<file path="src/rtl/pwu_pkg.sv">
// Shared types and widths for the page-walker unit.
// Requester ids are sized for the largest supported requester count.
package pwu_pkg;
  localparam int VA_W        = 32;
  localparam int PA_W        = 28;
  localparam int FAULT_CNT_W = 16;
  localparam int MAX_REQ     = 8;
  localparam int ID_W        = $clog2(MAX_REQ);

  typedef logic [ID_W-1:0] req_id_t;
endpackage

</file>
<file path="src/rtl/pwu_tag_fifo.sv">
// In-order owner-tag FIFO for outstanding walker requests.
// Pointers carry a wrap bit so full/empty fall out of one compare.
module pwu_tag_fifo #(
  parameter int W     = 3,
  parameter int DEPTH = 4
) (
  input  logic                     clk_i,
  input  logic                     rst_i,
  input  logic                     push_i,
  input  logic [W-1:0]             wdata_i,
  input  logic                     pop_i,
  output logic [W-1:0]             rdata_o,
  output logic                     full_o,
  output logic                     empty_o,
  output logic [$clog2(DEPTH):0]   count_o
);
  localparam int AW = $clog2(DEPTH);
  localparam logic [AW:0] ONE = {{AW{1'b0}}, 1'b1};

  logic [AW:0]  wr_q, rd_q;
  logic [W-1:0] mem_q [DEPTH];

  always_ff @(posedge clk_i or posedge rst_i) begin
    if (rst_i) begin
      wr_q <= '0;
      rd_q <= '0;
      for (int i = 0; i < DEPTH; i++) mem_q[i] <= '0;
    end else begin
      if (push_i && !full_o) begin
        mem_q[wr_q[AW-1:0]] <= wdata_i;
        wr_q <= wr_q + ONE;
      end
      if (pop_i && !empty_o) rd_q <= rd_q + ONE;
    end
  end

  assign empty_o = (wr_q == rd_q);
  assign full_o  = (wr_q[AW] != rd_q[AW]) &&
                   (wr_q[AW-1:0] == rd_q[AW-1:0]);
  assign count_o = wr_q - rd_q;
  assign rdata_o = mem_q[rd_q[AW-1:0]];
endmodule

</file>
<file path="src/rtl/pwu_req_arbiter.sv">
// Round-robin sharing of one page walker between requesters.
// Owner tags are queued in order and steer walker results back.
module pwu_req_arbiter
  import pwu_pkg::*;
#(
  parameter int NUM_REQ   = 4,
  parameter int TAG_DEPTH = 4
) (
  input  logic                          clk_i,
  input  logic                          rst_i,
  input  logic [NUM_REQ*32-1:0]         req_va_i,
  input  logic [NUM_REQ-1:0]            req_vld_i,
  output logic [NUM_REQ-1:0]            req_rdy_o,
  output logic [27:0]                   rsp_pa_o,
  output logic [NUM_REQ-1:0]            rsp_vld_o,
  output logic [NUM_REQ-1:0]            rsp_fault_o,
  output logic [31:0]                   wk_va_o,
  output logic                          wk_va_vld_o,
  input  logic                          wk_va_rdy_i,
  input  logic [27:0]                   wk_pa_i,
  input  logic                          wk_pa_vld_i,
  input  logic                          wk_pa_fault_i,
  output logic [$clog2(TAG_DEPTH):0]    outstanding_o,
  output logic [15:0]                   fault_cnt_o,
  output logic                          err_o
);
  function automatic req_id_t rr_pick(input logic [MAX_REQ-1:0] v,
                                      input req_id_t ptr);
    int idx;
    rr_pick = '0;
    for (int k = NUM_REQ - 1; k >= 0; k--) begin
      idx = (int'(ptr) + k) % NUM_REQ;
      if (v[idx]) rr_pick = req_id_t'(idx);
    end
  endfunction

  logic                   lock_q, lock_d;
  req_id_t                lock_id_q, lock_id_d;
  req_id_t                rr_q, rr_d;
  logic                   err_q, err_d;
  logic [PA_W-1:0]        pa_q, pa_d;
  logic [FAULT_CNT_W-1:0] fcnt_q, fcnt_d;

  logic [MAX_REQ-1:0] vld_ext, rdy_ext, rsp_ext, flt_ext;
  logic               lock_hold, any_vld, va_vld, accept, pop;
  logic               full, empty;
  req_id_t            grant, head;

  assign vld_ext   = MAX_REQ'(req_vld_i);
  assign any_vld   = |req_vld_i;
  assign lock_hold = lock_q & vld_ext[lock_id_q];
  // A dropped lock falls back to the round-robin pick this cycle.
  assign grant     = lock_hold ? lock_id_q : rr_pick(vld_ext, rr_q);
  assign va_vld    = any_vld & ~full;
  assign accept    = va_vld & wk_va_rdy_i;
  assign pop       = wk_pa_vld_i & ~empty;

  pwu_tag_fifo #(
    .W     (ID_W),
    .DEPTH (TAG_DEPTH)
  ) u_tags (
    .clk_i   (clk_i),
    .rst_i   (rst_i),
    .push_i  (accept),
    .wdata_i (grant),
    .pop_i   (pop),
    .rdata_o (head),
    .full_o  (full),
    .empty_o (empty),
    .count_o (outstanding_o)
  );

  always_comb begin
    rdy_ext = '0;
    rsp_ext = '0;
    flt_ext = '0;
    if (accept) rdy_ext[grant] = 1'b1;
    if (pop) begin
      rsp_ext[head] = 1'b1;
      flt_ext[head] = wk_pa_fault_i;
    end
  end

  always_comb begin
    rr_d      = rr_q;
    lock_d    = lock_q;
    lock_id_d = lock_id_q;
    err_d     = err_q;
    pa_d      = pa_q;
    fcnt_d    = fcnt_q;
    if (lock_q && !lock_hold) begin
      lock_d = 1'b0;
      err_d  = 1'b1;
    end
    if (va_vld && !wk_va_rdy_i) begin
      lock_d    = 1'b1;
      lock_id_d = grant;
    end
    if (accept) begin
      lock_d = 1'b0;
      rr_d   = req_id_t'((int'(grant) + 1) % NUM_REQ);
    end
    if (wk_pa_vld_i) begin
      pa_d = wk_pa_i;
      if (empty) err_d = 1'b1;
    end
    if (pop && wk_pa_fault_i && fcnt_q != '1)
      fcnt_d = fcnt_q + 16'd1;
  end

  always_ff @(posedge clk_i or posedge rst_i) begin
    if (rst_i) begin
      rr_q      <= '0;
      lock_q    <= 1'b0;
      lock_id_q <= '0;
      err_q     <= 1'b0;
      pa_q      <= '0;
      fcnt_q    <= '0;
    end else begin
      rr_q      <= rr_d;
      lock_q    <= lock_d;
      lock_id_q <= lock_id_d;
      err_q     <= err_d;
      pa_q      <= pa_d;
      fcnt_q    <= fcnt_d;
    end
  end

  assign req_rdy_o   = rst_i ? '0 : rdy_ext[NUM_REQ-1:0];
  assign rsp_vld_o   = rst_i ? '0 : rsp_ext[NUM_REQ-1:0];
  assign rsp_fault_o = rst_i ? '0 : flt_ext[NUM_REQ-1:0];
  assign wk_va_vld_o = ~rst_i & va_vld;
  assign wk_va_o     = (rst_i || !any_vld) ? '0 :
                       req_va_i[VA_W*int'(grant) +: VA_W];
  assign rsp_pa_o    = rst_i ? '0 : (pop ? wk_pa_i : pa_q);
  assign fault_cnt_o = fcnt_q;
  assign err_o       = err_q;
endmodule

</file>
<file path="config.mk">
export PLATFORM = sky130hd
export DESIGN_NAME = pwu_req_arbiter
export DESIGN_NICKNAME = d
export VERILOG_FILES = /design/src/rtl/pwu_pkg.sv /design/src/rtl/pwu_tag_fifo.sv /design/src/rtl/pwu_req_arbiter.sv
export SDC_FILE = /design/constraint.sdc
export NUM_CORES = 1
export LEC_CHECK = 0
export BUFFER_PORTS_ARGS = -buffer_cell sky130_fd_sc_hd__buf_2
export CORE_ASPECT_RATIO = 0.9
export CORE_MARGIN = 2
export CORE_UTILIZATION = 50
export CTS_BUF_LIST = sky130_fd_sc_hd__clkbuf_2
export DETAILED_ROUTE_END_ITERATION = 6
export HOLD_SLACK_MARGIN = 0.06
export PLACE_DENSITY = 0.95
export SLEW_MARGIN = 10
export SYNTH_ARGS = -nofsm -noshare
export SYNTH_HDL_FRONTEND = slang
export SYNTH_SLANG_ARGS = --single-unit
</file>
<file path="constraint.sdc">
create_clock -name clk_i -period 7.24 [get_ports clk_i]
set_clock_uncertainty 0.15 [all_clocks]
set_input_delay 0.724 -clock clk_i [delete_from_list [all_inputs] [get_ports clk_i]]
set_output_delay 0.724 -clock clk_i [all_outputs]
set_load 0.02 [all_outputs]
</file>
==> results of run 1 <==
-- report_power, final --
group / total (uW) / switching, uW / internal [uW]
clock network: 179 / 137 / 42.7
registers: 564 / 92.3 / 472
logic: 1510 / 932 / 573
-- registers in the layout, summed over array words and instances (netlist names) --
signal,flops
err_o,1
fault_cnt_o,16
lock_id_q,3
lock_q,1
pa_q,28
rr_q,2
u_tags.mem_q,12
u_tags.rd_q,3
u_tags.wr_q,3
-- kinds of logic (layout without fill, tap and decap cells) --
logic type               Yosys count  count (layout)  synth area share
AO/OA/AOI/OAI                     88              88             0.115
XOR/XNOR                          20              20            0.0384
multiplexers                     108             108             0.256
other                              0               3                 0
adder cells (fa/ha/maj)            9               9            0.0263
flip-flops                        69              69             0.378
AND/OR/NAND/NOR                  146             146             0.147
buffers and inverters             38             284            0.0403
-- worst min-delay path by stage --
stage                            endpoint  cells after the start
after floorplan           u_tags.mem_q[5]                      1
after detailed placement            err_o                      1
after global placement    u_tags.mem_q[5]                      1
final                             pa_q[0]                      2
after CTS                         pa_q[7]                      2
after global routing             pa_q[27]                      2
-- stage by stage --
step | power [uW] | util
2_1_floorplan | 1620 | -
3_3_place_gp | 1980 | 0.654
3_5_place_dp | 2050 | 0.654
4_1_cts | 2230 | 0.664
5_1_grt | 2390 | 0.666
6_report | 2250 | 0.666
-- cells in the final DEF (no fill, tap or decap), types with 3 or more instances in the layout --
master,count
sky130_fd_sc_hd__dfrtp_1,69
sky130_fd_sc_hd__nand2b_1,3
sky130_fd_sc_hd__nor2_1,20
sky130_fd_sc_hd__nand4_1,4
sky130_fd_sc_hd__buf_2,257
sky130_fd_sc_hd__mux2_2,39
sky130_fd_sc_hd__and2_1,7
sky130_fd_sc_hd__o21ai_0,6
sky130_fd_sc_hd__nor2b_1,3
sky130_fd_sc_hd__nor3_1,5
sky130_fd_sc_hd__nand3_1,3
sky130_fd_sc_hd__mux4_2,3
sky130_fd_sc_hd__a21oi_1,37
sky130_fd_sc_hd__clkbuf_2,9
sky130_fd_sc_hd__xor2_1,7
sky130_fd_sc_hd__diode_2,3
sky130_fd_sc_hd__nand2_1,82
sky130_fd_sc_hd__ha_1,8
sky130_fd_sc_hd__nor2_2,3
sky130_fd_sc_hd__mux2i_1,66
sky130_fd_sc_hd__o22ai_1,32
sky130_fd_sc_hd__inv_1,8
sky130_fd_sc_hd__clkinv_2,3
sky130_fd_sc_hd__xnor2_1,13
-- routing by layer --
| metal | global-route usage | wire length (um) |
|---|---|---|
| met1 | 0.355 | 5880 |
| met2 | 0.502 | 7650 |
| met3 | 0.0794 | 1330 |
| met4 | 0.119 | 497 |
| met5 | 0 | 23 |
-- final cells by class --
cell class / instances / area (um^2)
tap: 122 / 153
timing repair buffer: 259 / 1300
inverter: 9 / 33.8
antenna: 3 / 7.51
clock inverter: 7 / 42.5
multi-input combinational: 371 / 2680
fill: 740 / 3010
sequential: 69 / 1730
clock buffer: 9 / 45.0
-- worst max-delay path, stage by stage (launching register included) --
cell	delay, ps
sky130_fd_sc_hd__dfrtp_1	480
sky130_fd_sc_hd__mux2i_1	470
sky130_fd_sc_hd__a2bb2oi_2	250
sky130_fd_sc_hd__nor2_1	70
sky130_fd_sc_hd__a21oi_1	610
sky130_fd_sc_hd__nand2_1	890
sky130_fd_sc_hd__o22ai_1	620
sky130_fd_sc_hd__buf_2	250
==> impl_metrics.env, run 1 <==
export IMPL_outcome="finished clean"
export IMPL_gp_congestion=0.978
export IMPL_worst_skew_pair_late_latency_ps=470
export IMPL_vias_per_cell=5.73
export IMPL_reg2regPathDepth=8
export IMPL_clock_fmax_mhz=200
export IMPL_grt_setup_unrepaired="false"
export IMPL_detailroute_via_count=4867
export IMPL_hold_buffers=0
export IMPL_dp_worst_setup_slack_ps=2470
export IMPL_port_buffer_count=257
export IMPL_synth_seq_area_share=0.378
export IMPL_syn_nets=652
export IMPL_worst_pin_slew_ps=1130
export IMPL_clk_path_buf_depth=2
export IMPL_leakagePower_uw=0.00319
export IMPL_boundaryPins=258
export IMPL_route_final_wire_length_mm=15.4
export IMPL_dominantRegCellSynth="sky130_fd_sc_hd__dfrtp_1"
export IMPL_grt_overflow_total=0
export IMPL_clkSlewWorstSetupHoldPaths_ps=210
export IMPL_post_synth_instance_area_mm2=0.00457
export IMPL_area_growth_syn_to_layout_pct=31.2
export IMPL_first_global_vias=4505
export IMPL_grt_use_total=0.294
export IMPL_fin_hold_ws_ps=343
export IMPL_timing_rr_end="fault_cnt_o[10]"
export IMPL_post_synth_num_cell_types=47
export IMPL_ir_drop_mv=0.217
export IMPL_floorplan_die_height_um=94.7
export IMPL_initialDrtViolationCount=381
export IMPL_relative_slew_slack=0.244
export IMPL_setup_viol=0
export IMPL_launch_point_of_the_worst_hold_path="wk_pa_i[0]"
export IMPL_dp_cells=830
export IMPL_timing_critical_path_required_ps=6370
export IMPL_grt_start_max_net_pins=54
export IMPL_critical_path_startpoint="lock_id_q[0]"
export IMPL_critical_path_class="reg -> out"
export IMPL_cts_root_buffer_cell="sky130_fd_sc_hd__clkbuf_2"
export IMPL_initial_core_utilization=0.507
export IMPL_yosysTopAreaCellShare=0.378
export IMPL_synth_edff_count=0
export IMPL_ant_nets=0
export IMPL_post_route_setup_tns_ps=0
export IMPL_core_rowCount=33
export IMPL_synthCells=478
export IMPL_post_synth_top_count_cell="sky130_fd_sc_hd__nand2_1"
export IMPL_cts_resized=0
export IMPL_design_core_area_mm2=0.00900
export IMPL_finalWorstSetupSlack_ps=2240
export IMPL_worst_ep_arrival_time_ps=4120
export IMPL_synth_largest_area_cell="sky130_fd_sc_hd__dfrtp_1"
export IMPL_grt_first_pass_wirelength_mm=22.6
export IMPL_design_area_mm2=0.00599
export IMPL_max_cap_viol_count=0
export IMPL_min_delay_path_class="in -> reg"
export IMPL_antenna_found_initial=6
export IMPL_layoutNonFillerInstCount=849
export IMPL_async_flop_share=1.00
export IMPL_cts_htree_levels=3
export IMPL_avgSynthCellArea_um2=9.55
export IMPL_final_min_period_over_clock_period=0.690
export IMPL_p_per_area_mw_per_mm2=375
export IMPL_crit_reg2reg_launch="u_tags.rd_q[1]"
export IMPL_synth_top_cells_by_area="sky130_fd_sc_hd__dfrtp_1 (38%), sky130_fd_sc_hd__mux2i_1 (14%), sky130_fd_sc_hd__mux2_2 (9.6%)"
export IMPL_numClockSinks=69
export IMPL_final_net_count=893
export IMPL_synth_yosys_warnings=0
export IMPL_design_die_area_mm2=0.00992
export IMPL_fp_dieW_um=105
export IMPL_drc=0
export IMPL_hold_violations=0
export IMPL_post_cts_buffers=0
export IMPL_worstSetupEndpoint="wk_va_o[7]"
export IMPL_drt_wirelength_per_cell_um=18.1
export IMPL_netlist_top_cells_count="sky130_fd_sc_hd__nand2_1 (82), sky130_fd_sc_hd__dfrtp_1 (69), sky130_fd_sc_hd__mux2i_1 (66)"
export IMPL_finalMaxSlewViolations=0
export IMPL_dpl_cell_area_mm2=0.00589
export IMPL_setup_worst_path_start_class="flip-flop"
export IMPL_r2r_slack_ps=4280
export IMPL_cts_tree="done"
export IMPL_critical_path_max_fanout=32
export IMPL_fraction_of_layout_cells_with_a_size_suffix_above_1=0.454
export IMPL_yosys_register_bits=69
export IMPL_post_route_min_period_ps=5000
export IMPL_cts_buffers_inserted=9
export IMPL_hpwl_mm=12.2
export IMPL_drtPass1Iterations=5
export IMPL_setup_worst_path_end_class="output pin"
(Power assumes the default switching activity.)
==> inputs of run 2 (changes only) <==
--- a/config.mk
+++ b/config.mk
@@ -8,11 +8,11 @@
 export BUFFER_PORTS_ARGS = -buffer_cell sky130_fd_sc_hd__buf_2
 export CORE_ASPECT_RATIO = 0.9
 export CORE_MARGIN = 2
-export CORE_UTILIZATION = 50
+export CORE_UTILIZATION = 46
 export CTS_BUF_LIST = sky130_fd_sc_hd__clkbuf_2
 export DETAILED_ROUTE_END_ITERATION = 6
 export HOLD_SLACK_MARGIN = 0.06
-export PLACE_DENSITY = 0.95
+export PLACE_DENSITY = 0.93
 export SLEW_MARGIN = 10
 export SYNTH_ARGS = -nofsm -noshare
 export SYNTH_HDL_FRONTEND = slang
==> constraint.sdc (replaced) <==
create_clock -name clk_i -period 4.9 [get_ports clk_i]
set_clock_uncertainty 0.15 [all_clocks]
set_input_delay 0.49 -clock clk_i [delete_from_list [all_inputs] [get_ports clk_i]]
set_output_delay 0.49 -clock clk_i [all_outputs]
set_load 0.02 [all_outputs]
==> run 2 against run 1 <==
Effect of this change:
- setup slack lost 1400 ps
- utilization down 0.83 points
- clock power increased by 88%
- die area rose by 8.3%
- total power increased by 53%
- flip-flop and latch count is the same
- sequential power is 47% higher
- first-iteration DRC count is 39% higher
- routed wire length rose by 3.8%
- clock-buffer cell count unchanged
- final area increased by 5.9%
- global-route usage decreased by 0.57 points
==> impl_metrics.env, run 2 (synthesis gave the netlist of run 1 again) <==
export IMPL_outcome="finished clean"
export IMPL_clk_path_buf_depth=2
export IMPL_cts_tree="done"
export IMPL_max_cap_viol_count=0
export IMPL_worst_ep_arrival_time_ps=3400
export IMPL_antenna_found_initial=0
export IMPL_timing_rr_end="fault_cnt_o[12]"
export IMPL_layout_cells_most_common="sky130_fd_sc_hd__buf_2"
export IMPL_setup_worst_path_start_class="flip-flop"
export IMPL_timing_critical_path_required_ps=4260
export IMPL_cts_resized=0
export IMPL_critical_path_max_fanout=40
export IMPL_grt_use_total=0.288
export IMPL_setup_worst_path_end_class="output pin"
export IMPL_post_route_setup_tns_ps=0
export IMPL_clkSlewWorstSetupHoldPaths_ps=220
export IMPL_finalMaxSlewViolations=0
export IMPL_ant_nets=0
export IMPL_most_common_layout_cells="sky130_fd_sc_hd__buf_2 (257), sky130_fd_sc_hd__nand2_1 (82), sky130_fd_sc_hd__dfrtp_1 (69)"
export IMPL_floorplan_die_height_um=98.5
export IMPL_leakagePower_uw=0.00336
export IMPL_detailroute_via_count=4925
export IMPL_design_core_area_mm2=0.00966
export IMPL_fin_hold_ws_ps=127
export IMPL_first_global_vias=4568
export IMPL_boundaryPins=258
export IMPL_design_power_total_uw=3430
export IMPL_max_flop_register="pa_q"
export IMPL_critical_path_class="reg -> out"
export IMPL_ir_drop_mv=0.360
export IMPL_min_delay_path_depth=3
export IMPL_fp_dieW_um=109
export IMPL_grt_setup_unrepaired="false"
export IMPL_post_route_min_period_ps=4040
export IMPL_hpwl_mm=11.6
export IMPL_drt_wirelength_per_cell_um=18.1
export IMPL_final_min_period_over_clock_period=0.824
export IMPL_hold_violations=0
export IMPL_reg2regPathDepth=8
export IMPL_cts_root_buffer_cell="sky130_fd_sc_hd__clkbuf_2"
export IMPL_core_rowCount=34
export IMPL_grt_first_pass_wirelength_mm=23.8
export IMPL_launch_point_of_the_worst_hold_path="wk_pa_fault_i"
export IMPL_r2r_slack_ps=1970
export IMPL_largest_register_ffs=28
export IMPL_clock_fmax_mhz=248
export IMPL_grt_start_max_net_pins=41
export IMPL_route_final_wire_length_mm=16.0
export IMPL_area_growth_syn_to_layout_pct=39.0
export IMPL_worst_skew_pair_late_latency_ps=530
export IMPL_cts_htree_levels=3
export IMPL_min_delay_path_class="in -> reg"
export IMPL_worst_pin_slew_ps=1020
export IMPL_final_net_count=927
export IMPL_dp_cells=840
export IMPL_gp_congestion=0.920
export IMPL_design_die_area_mm2=0.0107
export IMPL_crit_reg2reg_launch="u_tags.rd_q[1]"
export IMPL_initial_core_utilization=0.473
export IMPL_initialDrtViolationCount=531
export IMPL_relative_slew_slack=0.322
export IMPL_port_buffer_count=257
export IMPL_fraction_of_layout_cells_with_a_size_suffix_above_1=0.442
export IMPL_p_per_area_mw_per_mm2=540
export IMPL_num_fill_cells=742
export IMPL_layoutNonFillerInstCount=884
export IMPL_drc=0
export IMPL_worstSetupEndpoint="wk_va_o[10]"
export IMPL_numClockSinks=69
export IMPL_post_cts_buffers=0
export IMPL_grt_overflow_total=0
export IMPL_drtPass1Iterations=5
export IMPL_cts_buffers_inserted=9
export IMPL_n_antenna_cell=0
export IMPL_critical_path_startpoint="lock_id_q[0]"
export IMPL_setup_viol=0
export IMPL_vias_per_cell=5.57
export IMPL_final_core_utilization=0.658
export IMPL_hold_buffers=28
-- run 2: worst min-delay path by stage --
stage | end
finish | fault_cnt_o[4]
global route | fault_cnt_o[4]
CTS | fault_cnt_o[4]
detailed placement | err_o
global placement | u_tags.mem_q[2]
floorplan | u_tags.mem_q[5]
-- run 2: metrics by stage --
stage / instance area (um^2) / setup slack (ps)
finish: 6350 / 863
global route: 6350 / 659
CTS: 6350 / 851
detailed placement: 5950 / 1340
global placement: 5950 / 1350
floorplan: 4570 / 1470
-- run 2: per-layer routing --
metal	global-route usage	vias to the layer above	share of wire
met2	0.453	268	0.48
met5	0	-	0
li1	-	2261	-
met4	0.101	0	0.026
met3	0.0628	39	0.081
met1	0.391	2357	0.41
-- run 2: area by class of cell --
class	instances	area, um^2	area share
Timing Repair Buffer	293	1640	0.258
Multi-Input combinational cell	371	2670	0.421
Clock inverter	7	73.8	0.0116
Tap cell	126	158	0.0248
Sequential cell	69	1730	0.272
Clock buffer	9	45.0	0.00709
Inverter	9	33.8	0.00532
-- run 2: worst max-delay path, stage by stage, from the launching register on --
cell	delay (ps)
sky130_fd_sc_hd__dfrtp_1	470
sky130_fd_sc_hd__mux2_2	390
sky130_fd_sc_hd__nand2_1	60
sky130_fd_sc_hd__o21ai_0	130
sky130_fd_sc_hd__o22ai_4	790
sky130_fd_sc_hd__buf_12	360
sky130_fd_sc_hd__mux2i_1	350
sky130_fd_sc_hd__o22ai_1	130
sky130_fd_sc_hd__buf_2	200
-- run 2: power by group --
| part | internal, uW | switching, uW | total [uW] |
|---|---|---|---|
| sequential | 698 | 129 | 827 |
| clock | 120 | 217 | 337 |
| combinational | 894 | 1370 | 2270 |
| total | 1710 | 1720 | 3430 |
==> inputs of run 3 (changes only) <==
==> constraint.sdc (replaced) <==
create_clock -name clk_i -period 3.8 [get_ports clk_i]
set_clock_uncertainty 0.15 [all_clocks]
set_input_delay 0.38 -clock clk_i [delete_from_list [all_inputs] [get_ports clk_i]]
set_output_delay 0.38 -clock clk_i [all_outputs]
set_load 0.02 [all_outputs]
==> run 3 against run 2 <==
Effect of this change:
- via count is 2.2% higher
- register-to-register slack worse by 840 ps
- critical path depth is 1 higher
- non-clock buffer count is 15 higher
- sequential share of layout area is 0.68 points lower
- global-route usage is 0.80 points higher
- setup slack worse by 580 ps
- first-iteration DRC count is 6.6% lower
- combinational power is 35% higher
- worst hold slack better by 140 ps
- cell count is 1.8% higher
- routed wire length is 2.9% higher
- critical path type unchanged
- highest routed layer unchanged
==> impl_metrics.env, run 3 (synthesis gave the netlist of run 1 again) <==
export IMPL_setup_viol=0
export IMPL_vias_per_cell=5.59
export IMPL_ant_nets=0
export IMPL_grt_start_max_net_pins=53
export IMPL_critical_path_class="reg -> out"
export IMPL_floorplan_die_height_um=98.5
export IMPL_design_area_mm2=0.00651
export IMPL_final_min_period_over_clock_period=0.924
export IMPL_grt_overflow_total=0
export IMPL_numClockSinks=69
export IMPL_cts_htree_levels=3
export IMPL_layoutNonFillerInstCount=900
export IMPL_cts_root_buffer_cell="sky130_fd_sc_hd__clkbuf_2"
export IMPL_leakagePower_uw=0.00344
export IMPL_most_common_layout_cells="sky130_fd_sc_hd__buf_2 (257), sky130_fd_sc_hd__nand2_1 (81), sky130_fd_sc_hd__dfrtp_1 (69)"
export IMPL_critPathSlowestCell="sky130_fd_sc_hd__dfrtp_1"
export IMPL_area_growth_syn_to_layout_pct=42.6
export IMPL_clk_path_buf_depth=2
export IMPL_setup_worst_path_end_class="output pin"
export IMPL_clkSlewWorstSetupHoldPaths_ps=220
export IMPL_drc=0
export IMPL_port_buffer_count=257
export IMPL_reg2regPathDepth=7
export IMPL_hpwl_mm=12.0
export IMPL_p_per_area_mw_per_mm2=710
export IMPL_initial_core_utilization=0.473
export IMPL_dpl_cell_area_mm2=0.00601
export IMPL_dp_cells=846
export IMPL_antenna_found_initial=1
export IMPL_drtPass1Iterations=5
export IMPL_ir_drop_mv=0.354
export IMPL_worst_ep_arrival_time_ps=2980
export IMPL_max_flop_register="pa_q"
export IMPL_initialDrtViolationCount=496
export IMPL_detailroute_via_count=5033
export IMPL_timing_rr_end="fault_cnt_o[14]"
export IMPL_grt_setup_unrepaired="false"
export IMPL_min_delay_path_class="in -> async"
export IMPL_post_route_setup_tns_ps=0
export IMPL_num_fill_cells=732
export IMPL_final_net_count=942
export IMPL_outcome="finished clean"
export IMPL_worst_pin_slew_ps=1070
export IMPL_critical_path_max_fanout=32
export IMPL_core_rowCount=34
export IMPL_drt_wirelength_per_cell_um=18.3
export IMPL_crit_reg2reg_launch="u_tags.rd_q[0]"
export IMPL_gp_congestion=0.934
export IMPL_clock_fmax_mhz=285
export IMPL_r2r_slack_ps=1130
export IMPL_design_power_total_uw=4630
export IMPL_design_core_area_mm2=0.00966
export IMPL_cts_buffers_inserted=9
export IMPL_setup_worst_path_start_class="flip-flop"
export IMPL_boundaryPins=258
export IMPL_hold_violations=0
export IMPL_cts_tree="done"
export IMPL_design_die_area_mm2=0.0107
export IMPL_worst_skew_pair_late_latency_ps=520
export IMPL_fraction_of_layout_cells_with_a_size_suffix_above_1=0.451
export IMPL_post_route_min_period_ps=3510
export IMPL_path_common_cell="sky130_fd_sc_hd__buf_4"
export IMPL_route_final_wire_length_mm=16.4
export IMPL_layout_cells_most_common="sky130_fd_sc_hd__buf_2"
export IMPL_crit_chain="mux2i_2 > a2bb2oi_2 > o21a_1 > a21oi_1 > buf_4 > nand2b_1 > buf_4 > o22ai_1 > buf_2"
export IMPL_max_cap_viol_count=0
export IMPL_relative_slew_slack=0.288
export IMPL_grt_use_total=0.296
export IMPL_timing_critical_path_required_ps=3270
export IMPL_largest_register_ffs=28
export IMPL_first_global_vias=4604
export IMPL_grt_first_pass_wirelength_mm=24.2
export IMPL_finalMaxSlewViolations=0
export IMPL_max_stage_delay_ps=490
export IMPL_fp_dieW_um=109
export IMPL_fin_hold_ws_ps=263
==> run 3: metal layers <==
metal / up-vias / part of all wire / GRT usage
met2: 274 / 0.46 / 0.456
met1: 2426 / 0.42 / 0.396
li1: 2285 / - / -
met5: - / 0 / 0
met3: 48 / 0.092 / 0.0946
met4: 0 / 0.028 / 0.0937
==> run 3: what timing repair did <==
action | 4_1_cts | 5_1_grt
setup endpoints to repair | 0 | 29
endpoints found under the hold margin | 32 | 0
buffers inserted | 0 | 7
hold buffers | 30 | 0
resized for setup | 0 | 2
==> run 3: per-stage QoR <==
stage / util / setup WS, ps
2_1_floorplan: - / 475
3_3_place_gp: 0.622 / 727
3_5_place_dp: 0.622 / 576
4_1_cts: 0.668 / 50.6
5_1_grt: 0.674 / 21.1
6_report: 0.674 / 288
==> run 3: cell type report <==
class	count	area, um^2	share of cell area
Antenna cell	1	2.50	0.000384
Inverter	9	33.8	0.00519
Sequential cell	69	1730	0.265
Clock buffer	9	45.0	0.00692
Timing Repair Buffer	308	1770	0.272
Multi-Input combinational cell	371	2680	0.412
Clock inverter	7	97.6	0.0150
Tap cell	126	158	0.0242
==> run 3: report_power, final <==
part	internal [uW]	switching [uW]	total (uW)	leakage, uW
Combinational	1260	1800	3060	0.00252
Sequential	900	163	1060	0.000846
Clock	220	285	504	0.0000801
Total	2380	2250	4630	0.00344
==> run 3: critical path: cells and delay by family, from the launching register on <==
family          cells  cell delay (ps)
flops               1              490
compound gates      4              750
buf+inv             3              670
mux                 1              400
simple gates        1              140
==> run 3: worst max-delay path by stage <==
stage,to,start,depth (start not counted)
after CTS,wk_va_o[0],lock_id_q[0],8
after detailed placement,wk_va_o[0],req_vld_i[3],9
after global placement,wk_va_o[0],req_vld_i[3],9
after global routing,wk_va_o[1],lock_id_q[0],9
after floorplan,req_rdy_o[1],u_tags.rd_q[0],6
final,wk_va_o[1],lock_id_q[0],9
